--- src/rtl/cpu_pkg.sv ---
// Shared CPU constants and helpers for the interrupt logic.
//
// INT_LINES / INT_IDX_W size the interrupt request vectors and their binary
// line index. priority_isolate() and onehot_to_idx() are the pure-function
// forms of the reduction done in max_bit_sel, kept here so the control unit
// can reuse them in its own combinational decode.
package cpu_pkg;

    localparam int unsigned INT_LINES = 8;
    localparam int unsigned INT_IDX_W = 3;

    typedef logic [INT_LINES-1:0] int_vec_t;
    typedef logic [INT_IDX_W-1:0] int_idx_t;

    // Keep only the most-significant set bit. The walk runs from the MSB
    // down, carrying an "already seen a higher bit" term, so the result
    // stays a plain AND/OR network and X bits in req propagate unmasked.
    function automatic int_vec_t priority_isolate(input int_vec_t req);
        int_vec_t res;
        logic     seen;
        res  = '0;
        seen = 1'b0;
        for (int i = INT_LINES - 1; i >= 0; i--) begin
            res[i] = req[i] & ~seen;
            seen   = seen | req[i];
        end
        return res;
    endfunction

    // Binary position of the set bit of a one-hot vector; 0 for all-zeros.
    // Built as an OR of masked constants rather than a priority if-chain.
    function automatic int_idx_t onehot_to_idx(input int_vec_t onehot);
        int_idx_t idx;
        idx = '0;
        for (int i = 0; i < INT_LINES; i++) begin
            idx = idx | ({INT_IDX_W{onehot[i]}} & INT_IDX_W'(i));
        end
        return idx;
    endfunction

endpackage

--- src/rtl/max_bit_sel_if.sv ---
// Signal bundle for one max_bit_sel instance.
//
//   req       request vector, bit WIDTH-1 has highest priority
//   onehot    combinational: only the highest set bit of req
//   onehot_q  registered copy of onehot
//   idx_q     registered binary index of the highest set bit (0 if none)
//   any_q     registered flag, req was nonzero at the last edge
//
// master: the requester / consumer (drives req, reads results).
// slave:  the selector itself.
interface max_bit_sel_if
    import cpu_pkg::*;
#(
    parameter int unsigned WIDTH = INT_LINES,
    parameter int unsigned IDX_W = INT_IDX_W
);

    logic [WIDTH-1:0] req;
    logic [WIDTH-1:0] onehot;
    logic [WIDTH-1:0] onehot_q;
    logic [IDX_W-1:0] idx_q;
    logic             any_q;

    modport master (
        output req,
        input  onehot,
        input  onehot_q,
        input  idx_q,
        input  any_q
    );

    modport slave (
        input  req,
        output onehot,
        output onehot_q,
        output idx_q,
        output any_q
    );

endinterface

--- src/rtl/max_bit_sel.sv ---
// Most-significant-bit selector for the interrupt controller.
//
// Reduces a request vector to a one-hot vector that holds only its highest
// set bit. Because the one-hot keeps the numeric weight of that bit, two
// results can be compared as unsigned values to decide pre-emption
// (pending vs. in-service).
//
// Ports:
//   clk    system clock, registered outputs update on its rising edge
//   reset  asynchronous, active-low reset of the registered outputs
//   bus    max_bit_sel_if.slave: req in; onehot (combinational),
//          onehot_q / idx_q / any_q (registered, 1-cycle latency) out
//
// The registers have no enable and load every cycle. onehot does not
// depend on clk or reset.
module max_bit_sel
    import cpu_pkg::*;
#(
    parameter int unsigned WIDTH = INT_LINES,
    parameter int unsigned IDX_W = INT_IDX_W
) (
    input  logic               clk,
    input  logic               reset,
    max_bit_sel_if.slave       bus
);

    // The index output must be able to name every request line.
    if ((2 ** IDX_W) < WIDTH) begin : g_idx_w_check
        $error("max_bit_sel: IDX_W too small for WIDTH");
    end

    logic [WIDTH-1:0] onehot_d;
    logic [IDX_W-1:0] idx_d;
    logic             any_d;

    logic [WIDTH-1:0] onehot_q;
    logic [IDX_W-1:0] idx_q;
    logic             any_q;

    // Priority isolate, MSB down. 'seen' is the OR of all higher req bits,
    // so onehot_d[i] = req[i] & ~|req[WIDTH-1:i+1].
    always_comb begin
        logic seen;
        onehot_d = '0;
        seen     = 1'b0;
        for (int i = WIDTH - 1; i >= 0; i--) begin
            onehot_d[i] = bus.req[i] & ~seen;
            seen        = seen | bus.req[i];
        end
    end

    // Encode the one-hot into a binary index. OR of masked constants keeps
    // this free of priority logic; the input is already one-hot.
    always_comb begin
        idx_d = '0;
        for (int i = 0; i < WIDTH; i++) begin
            idx_d = idx_d | ({IDX_W{onehot_d[i]}} & IDX_W'(i));
        end
    end

    assign any_d = |bus.req;

    always_ff @(posedge clk or negedge reset) begin
        if (!reset) begin
            onehot_q <= '0;
            idx_q    <= '0;
            any_q    <= 1'b0;
        end else begin
            onehot_q <= onehot_d;
            idx_q    <= idx_d;
            any_q    <= any_d;
        end
    end

    assign bus.onehot   = onehot_d;
    assign bus.onehot_q = onehot_q;
    assign bus.idx_q    = idx_q;
    assign bus.any_q    = any_q;

endmodule

--- src/flat_wrapper.sv ---
// flat-port wrapper written by rule: the top's interface ports become plain ports
module max_bit_sel_flat import cpu_pkg::*;
#(
    parameter int unsigned WIDTH = INT_LINES,
    parameter int unsigned IDX_W = INT_IDX_W
)
  (clk, reset, bus_req, bus_onehot, bus_onehot_q, bus_idx_q, bus_any_q);
  max_bit_sel_if #(.WIDTH(WIDTH), .IDX_W(IDX_W)) bus_i ();
  input  logic clk;
  input  logic reset;
  input wire logic [$bits(bus_i.req)-1:0] bus_req;
  output wire logic [$bits(bus_i.onehot)-1:0] bus_onehot;
  output wire logic [$bits(bus_i.onehot_q)-1:0] bus_onehot_q;
  output wire logic [$bits(bus_i.idx_q)-1:0] bus_idx_q;
  output wire logic [$bits(bus_i.any_q)-1:0] bus_any_q;
  assign bus_i.req = bus_req;
  assign bus_onehot = bus_i.onehot;
  assign bus_onehot_q = bus_i.onehot_q;
  assign bus_idx_q = bus_i.idx_q;
  assign bus_any_q = bus_i.any_q;
  max_bit_sel #(.WIDTH(WIDTH), .IDX_W(IDX_W)) u_core (.clk(clk), .reset(reset), .bus(bus_i));
endmodule
--- config.mk ---
export PLATFORM = sky130hd
export DESIGN_NAME = max_bit_sel_flat
export DESIGN_NICKNAME = d
export VERILOG_FILES = /design/src/rtl/cpu_pkg.sv /design/src/rtl/max_bit_sel_if.sv /design/src/rtl/max_bit_sel.sv /design/src/flat_wrapper.sv
export SDC_FILE = /design/constraint.sdc
export NUM_CORES = 1
export LEC_CHECK = 0
export BUFFER_PORTS_ARGS = -buffer_cell sky130_fd_sc_hd__buf_2
export CAP_MARGIN = 0
export CORE_AREA = 3 3 40 42
export DETAILED_ROUTE_END_ITERATION = 7
export DIE_AREA = 0 0 43 45
export PLACE_DENSITY = 0.78
export SYNTH_ARGS = -nofsm -noshare
export SYNTH_HDL_FRONTEND = slang
export SYNTH_SLANG_ARGS = --single-unit
export TNS_END_PERCENT = 100
--- constraint.sdc ---
create_clock -name clk -period 0.8 [get_ports clk]
set_input_delay 0.04 -clock clk [delete_from_list [all_inputs] [get_ports clk]]
set_output_delay 0.04 -clock clk [all_outputs]
set_load 0.05 [all_outputs]
; ---- Word level (Yosys, flattened, before mapping)
; Index checks and enable logic that the tools add are counted.
[totals]
ff_bits = 12
inputBits = 10
output_inout_bits = 20
wordCells = 30
[classes]
bitwise = 26
reduce_logical = 1
[ops]
columns = operator, count
row1 = $or A3 B3 Y3, 4
row2 = $reduce_or A8 Y1, 1
row3 = $and A1 B1 Y1, 7
row4 = $not A1 Y1, 7
row5 = $or A1 B1 Y1, 6
row6 = $or A3 B2 Y3, 1
row7 = $or A1 B2 Y2, 1

; ---- Depth between registers and ports, before layout
[depth]
word_depth = 13
depth_mapped = 3

; ---- Least setup slack after synthesis
; OpenSTA, ideal clock, no wires.
[synth_path]
path_type = input -> register
startpoint = in bus_req[6]
endpoint = reg u_core.onehot_q[4] (netlist: u_core.bus.onehot_q[4])
setup_time_ns = 0.300
arrival_ns = 1.756
t_required_ns = 0.500
slack_ns = -1.256
cell_stages = 1
path_cell_list = nor4b_1
[synth_via]
elab_chain_len = 4
[synth_rtl]
columns = item, line
row1 = "start, declared", flat_wrapper.sv:11  ; input wire logic [$bits(bus_i.req)-1:0] bus_req;
row2 = $or A1 B1 Y1 (2 in a row), max_bit_sel.sv:48  ; seen = seen | bus.req[i];
row3 = $not A1 Y1, max_bit_sel.sv:47  ; onehot_d[i] = bus.req[i] & ~seen;
row4 = $and A1 B1 Y1, max_bit_sel.sv:47
row5 = "end signal, assigned", max_bit_sel.sv:69  ; onehot_q <= onehot_d;
row6 = "end, declared", max_bit_sel.sv:36  ; logic [WIDTH-1:0] onehot_q;
; No other way between the ends.

; ---- Worst setup path after layout
[layout_path]
startpoint = in bus_req[4]
endpoint = out bus_onehot[0]
[layout_via]
elab_chain_len = 6
[layout_rtl]
columns = item, line
row1 = $or A1 B1 Y1 (4 in a row), max_bit_sel.sv:48
row2 = $not A1 Y1, max_bit_sel.sv:47
row3 = $and A1 B1 Y1, max_bit_sel.sv:47
row4 = "end, declared", flat_wrapper.sv:12  ; output wire logic [$bits(bus_i.onehot)-1:0] bus_onehot;
; No other way between the ends.

==> metrics.csv <==
stage;metric;value;unit
grt;grt_pass1_vias;436;
outcome;status;finished, violations left;
layout;syn_to_final_growth;105;%
detailed_routing;wl_per_cell;13.6;um
timing;worst_slack;-0.229;ns
grt;grt_pass1_wl;1990;um
timing;rsz0062_at_grt;true;
grt;grt_use_total;0.149;
outcome;violations;negative setup slack;
die;die_h;45;um
detailed_routing;drt_iter0_drc;1;
power_and_ir_drop;ir_worst_vdd;0.730;mV
flow_run;drv_cap;0;
layout;final_nets;84;
timing;post-route-period-util;1.29;
power_and_ir_drop;power.switching;386;uW
detailed_routing;vias_per_cell;4.49;
grt;grt_max_degree;13;
layout;utilization;0.680;
place;dp.cells;80;
yosys;syn_area;427;um2
power_and_ir_drop;seqPwrFrac;0.447;
detailed_routing;first_pass_iters;3;
timing;report.final.slew_viol_count;0;
die;floorplan.die_area;1940;um2
layout;final_common_cell;buf_6;
place;detailed_place_hpwl;854;um
layout;final_cells;88;
layout;most-common-layout-cells;buf_6 (19), dfrtp_1 (12), buf_4 (9);
yosys;synth_seq_area_share;0.704;
power_and_ir_drop;clkPwrFrac;0.334;
setup_path;max_stage_delay;0.38;ns
detailed_routing;drt-total-wl;1200;um
timing;relSlewSlack;0.771;
place;place_congestion;0.759;
yosys;syn_area_per_cell;13.8;um2
yosys;syn_nets;41;
yosys;synth_cell_types;15;
power_and_ir_drop;power_frac_comb;0.218;
setup_path;endpoint_kind;primary output;
yosys;ys_seq_elements;12;
power_and_ir_drop;power_density;1620;nW/um2
yosys;syn_inst;31;
clock_tree;root_buffer;clkbuf_4;
place;io_buffers;29;
grt;grt_overflow;0;
die;row_count;13;
detailed_routing;drc;0;
timing;setup_viol;16;
setup_path;crit_path_cell_trace;buf_8 > nor4_4 > and4b_2 > buf_8;
clock_tree;path_clk_slew;0.07;ns
setup_path;required;0.76;ns
power_and_ir_drop;switching_share;0.273;
timing;worst_pin_slew;0.341;ns
setup_path;crit_path_max_fanout;5;
timing;hold_violations;0;
setup_path;cp.arrival;0.99;ns
die;ios;30;
clock_tree;cts_tree;done;
die;initial_core_util;0.332;
grt;antenna_found_initial;0;
place;placed_cell_area;656;um2
layout;final_area;873;um2
clock_tree;clockBufferDepth;2;
setup_path;path_common_cell;buf_8;
clock_tree;htreeDepth;1;
layout;fill_cells;87;
clock_tree;cts.sinks;12;
timing;worst_hold_slack;0.0244;ns
power_and_ir_drop;total_power;1410;uW
timing;fmax;0.972;GHz
setup_path;slowest_stage;nor4_4;
layout;drive_gt1_frac;0.685;
power_and_ir_drop;p_leak;0.000435;uW
timing;fin_crit;1.03;ns
clock_tree;numCtsBuffers;3;
setup_path;start_kind;primary input;
layout;diodes;0;
die;die_x;43;um
yosys;yosysWarningCount;0;
worst_hold_path;hold_path.class;primary input to register;
die;core;1280;um2
detailed_routing;vias;395;
detailed_routing;antenna_left;0;
setup_path;worstSetupPathType;primary input to primary output;
power_and_ir_drop;p_int;1030;uW
stage by stage:
stage / TNS (ns) / worst slack (ns)
2_1_floorplan: -0.827 / -0.268
3_3_place_gp: -1.71 / -0.295
6_report: -1.27 / -0.229
5_1_grt: -1.85 / -0.278
4_1_cts: -1.30 / -0.229
3_5_place_dp: -2.40 / -0.346
logic make-up after synthesis:
group	after synthesis	synth area share
DFF	12	0.704
buffers and inverters	3	0.0352
and+or+nand+nor	12	0.214
AOI/OAI and AO/OA	4	0.0469
power groups by stage:
stage          clock, uW  sequential (uW)  combinational [uW]
2_1_floorplan          0              705                73.8
3_3_place_gp           0              639                 241
3_5_place_dp           0              639                 246
4_1_cts              477              631                 302
5_1_grt              515              633                 325
6_report             472              632                 308
path summary, 6_finish.rpt:
check / cells after the start / endpoint / slack (ns) / startpoint
max: 4 / bus_onehot[0] / -0.23 / bus_req[4]
min: 3 / u_core.bus.any_q / 0.02 / bus_req[0]
min in group asynchronous: 2 / u_core.bus.idx_q[0] / 0.17 / reset
max in group asynchronous: 2 / u_core.bus.onehot_q[3] / 0.42 / reset
cell usage after synthesis:
master | n | area share
a21oi_1 | 2 | 0.023
nor2b_1 | 1 | 0.015
inv_2 | 1 | 0.0088
and2_1 | 2 | 0.029
inv_1 | 1 | 0.0088
nor4_4 | 1 | 0.050
buf_4 | 1 | 0.018
nor4b_1 | 1 | 0.021
nor3_2 | 1 | 0.023
and4b_1 | 1 | 0.023
o21ai_1 | 2 | 0.023
dfrtp_1 | 12 | 0.70
nand3_1 | 1 | 0.012
nor2_1 | 3 | 0.026
and3_1 | 1 | 0.015
sequential cells by signal, summed over array words and instances, names as in the netlist:
register,count
u_core.bus.any_q,1
u_core.bus.idx_q,3
u_core.bus.onehot_q,8
critical path: cells and delay by family:
| family | cells | cell delay (ns) |
|---|---|---|
| AND/OR/NAND/NOR | 2 | 0.70 |
| buffers and inverters | 2 | 0.25 |
repair_timing:
item	CTS	global route
endpoints found under the setup margin	18	18
gates resized for setup	44	3
hold buffers	1	0
gates cloned	0	0
buffers inserted	3	0
pin swaps	3	1
hold endpoints to repair	12	0
metal layers:
layer  track usage  routed length, um
met3        0.0279                 73
met4         0.127                 42
met5             0                  0
met2         0.281                696
met1         0.138                388
cell type report:
| cell class | count | area, um2 | share of cell area |
|---|---|---|---|
| Clock buffer | 4 | 36.3 | 0.0415 |
| Inverter | 2 | 7.51 | 0.00860 |
| Multi-Input combinational cell | 16 | 139 | 0.159 |
| Sequential cell | 12 | 300 | 0.344 |
| Tap cell | 15 | 18.8 | 0.0215 |
| Timing Repair Buffer | 39 | 372 | 0.426 |
Note: power is estimated with default switching activity, not from simulation.
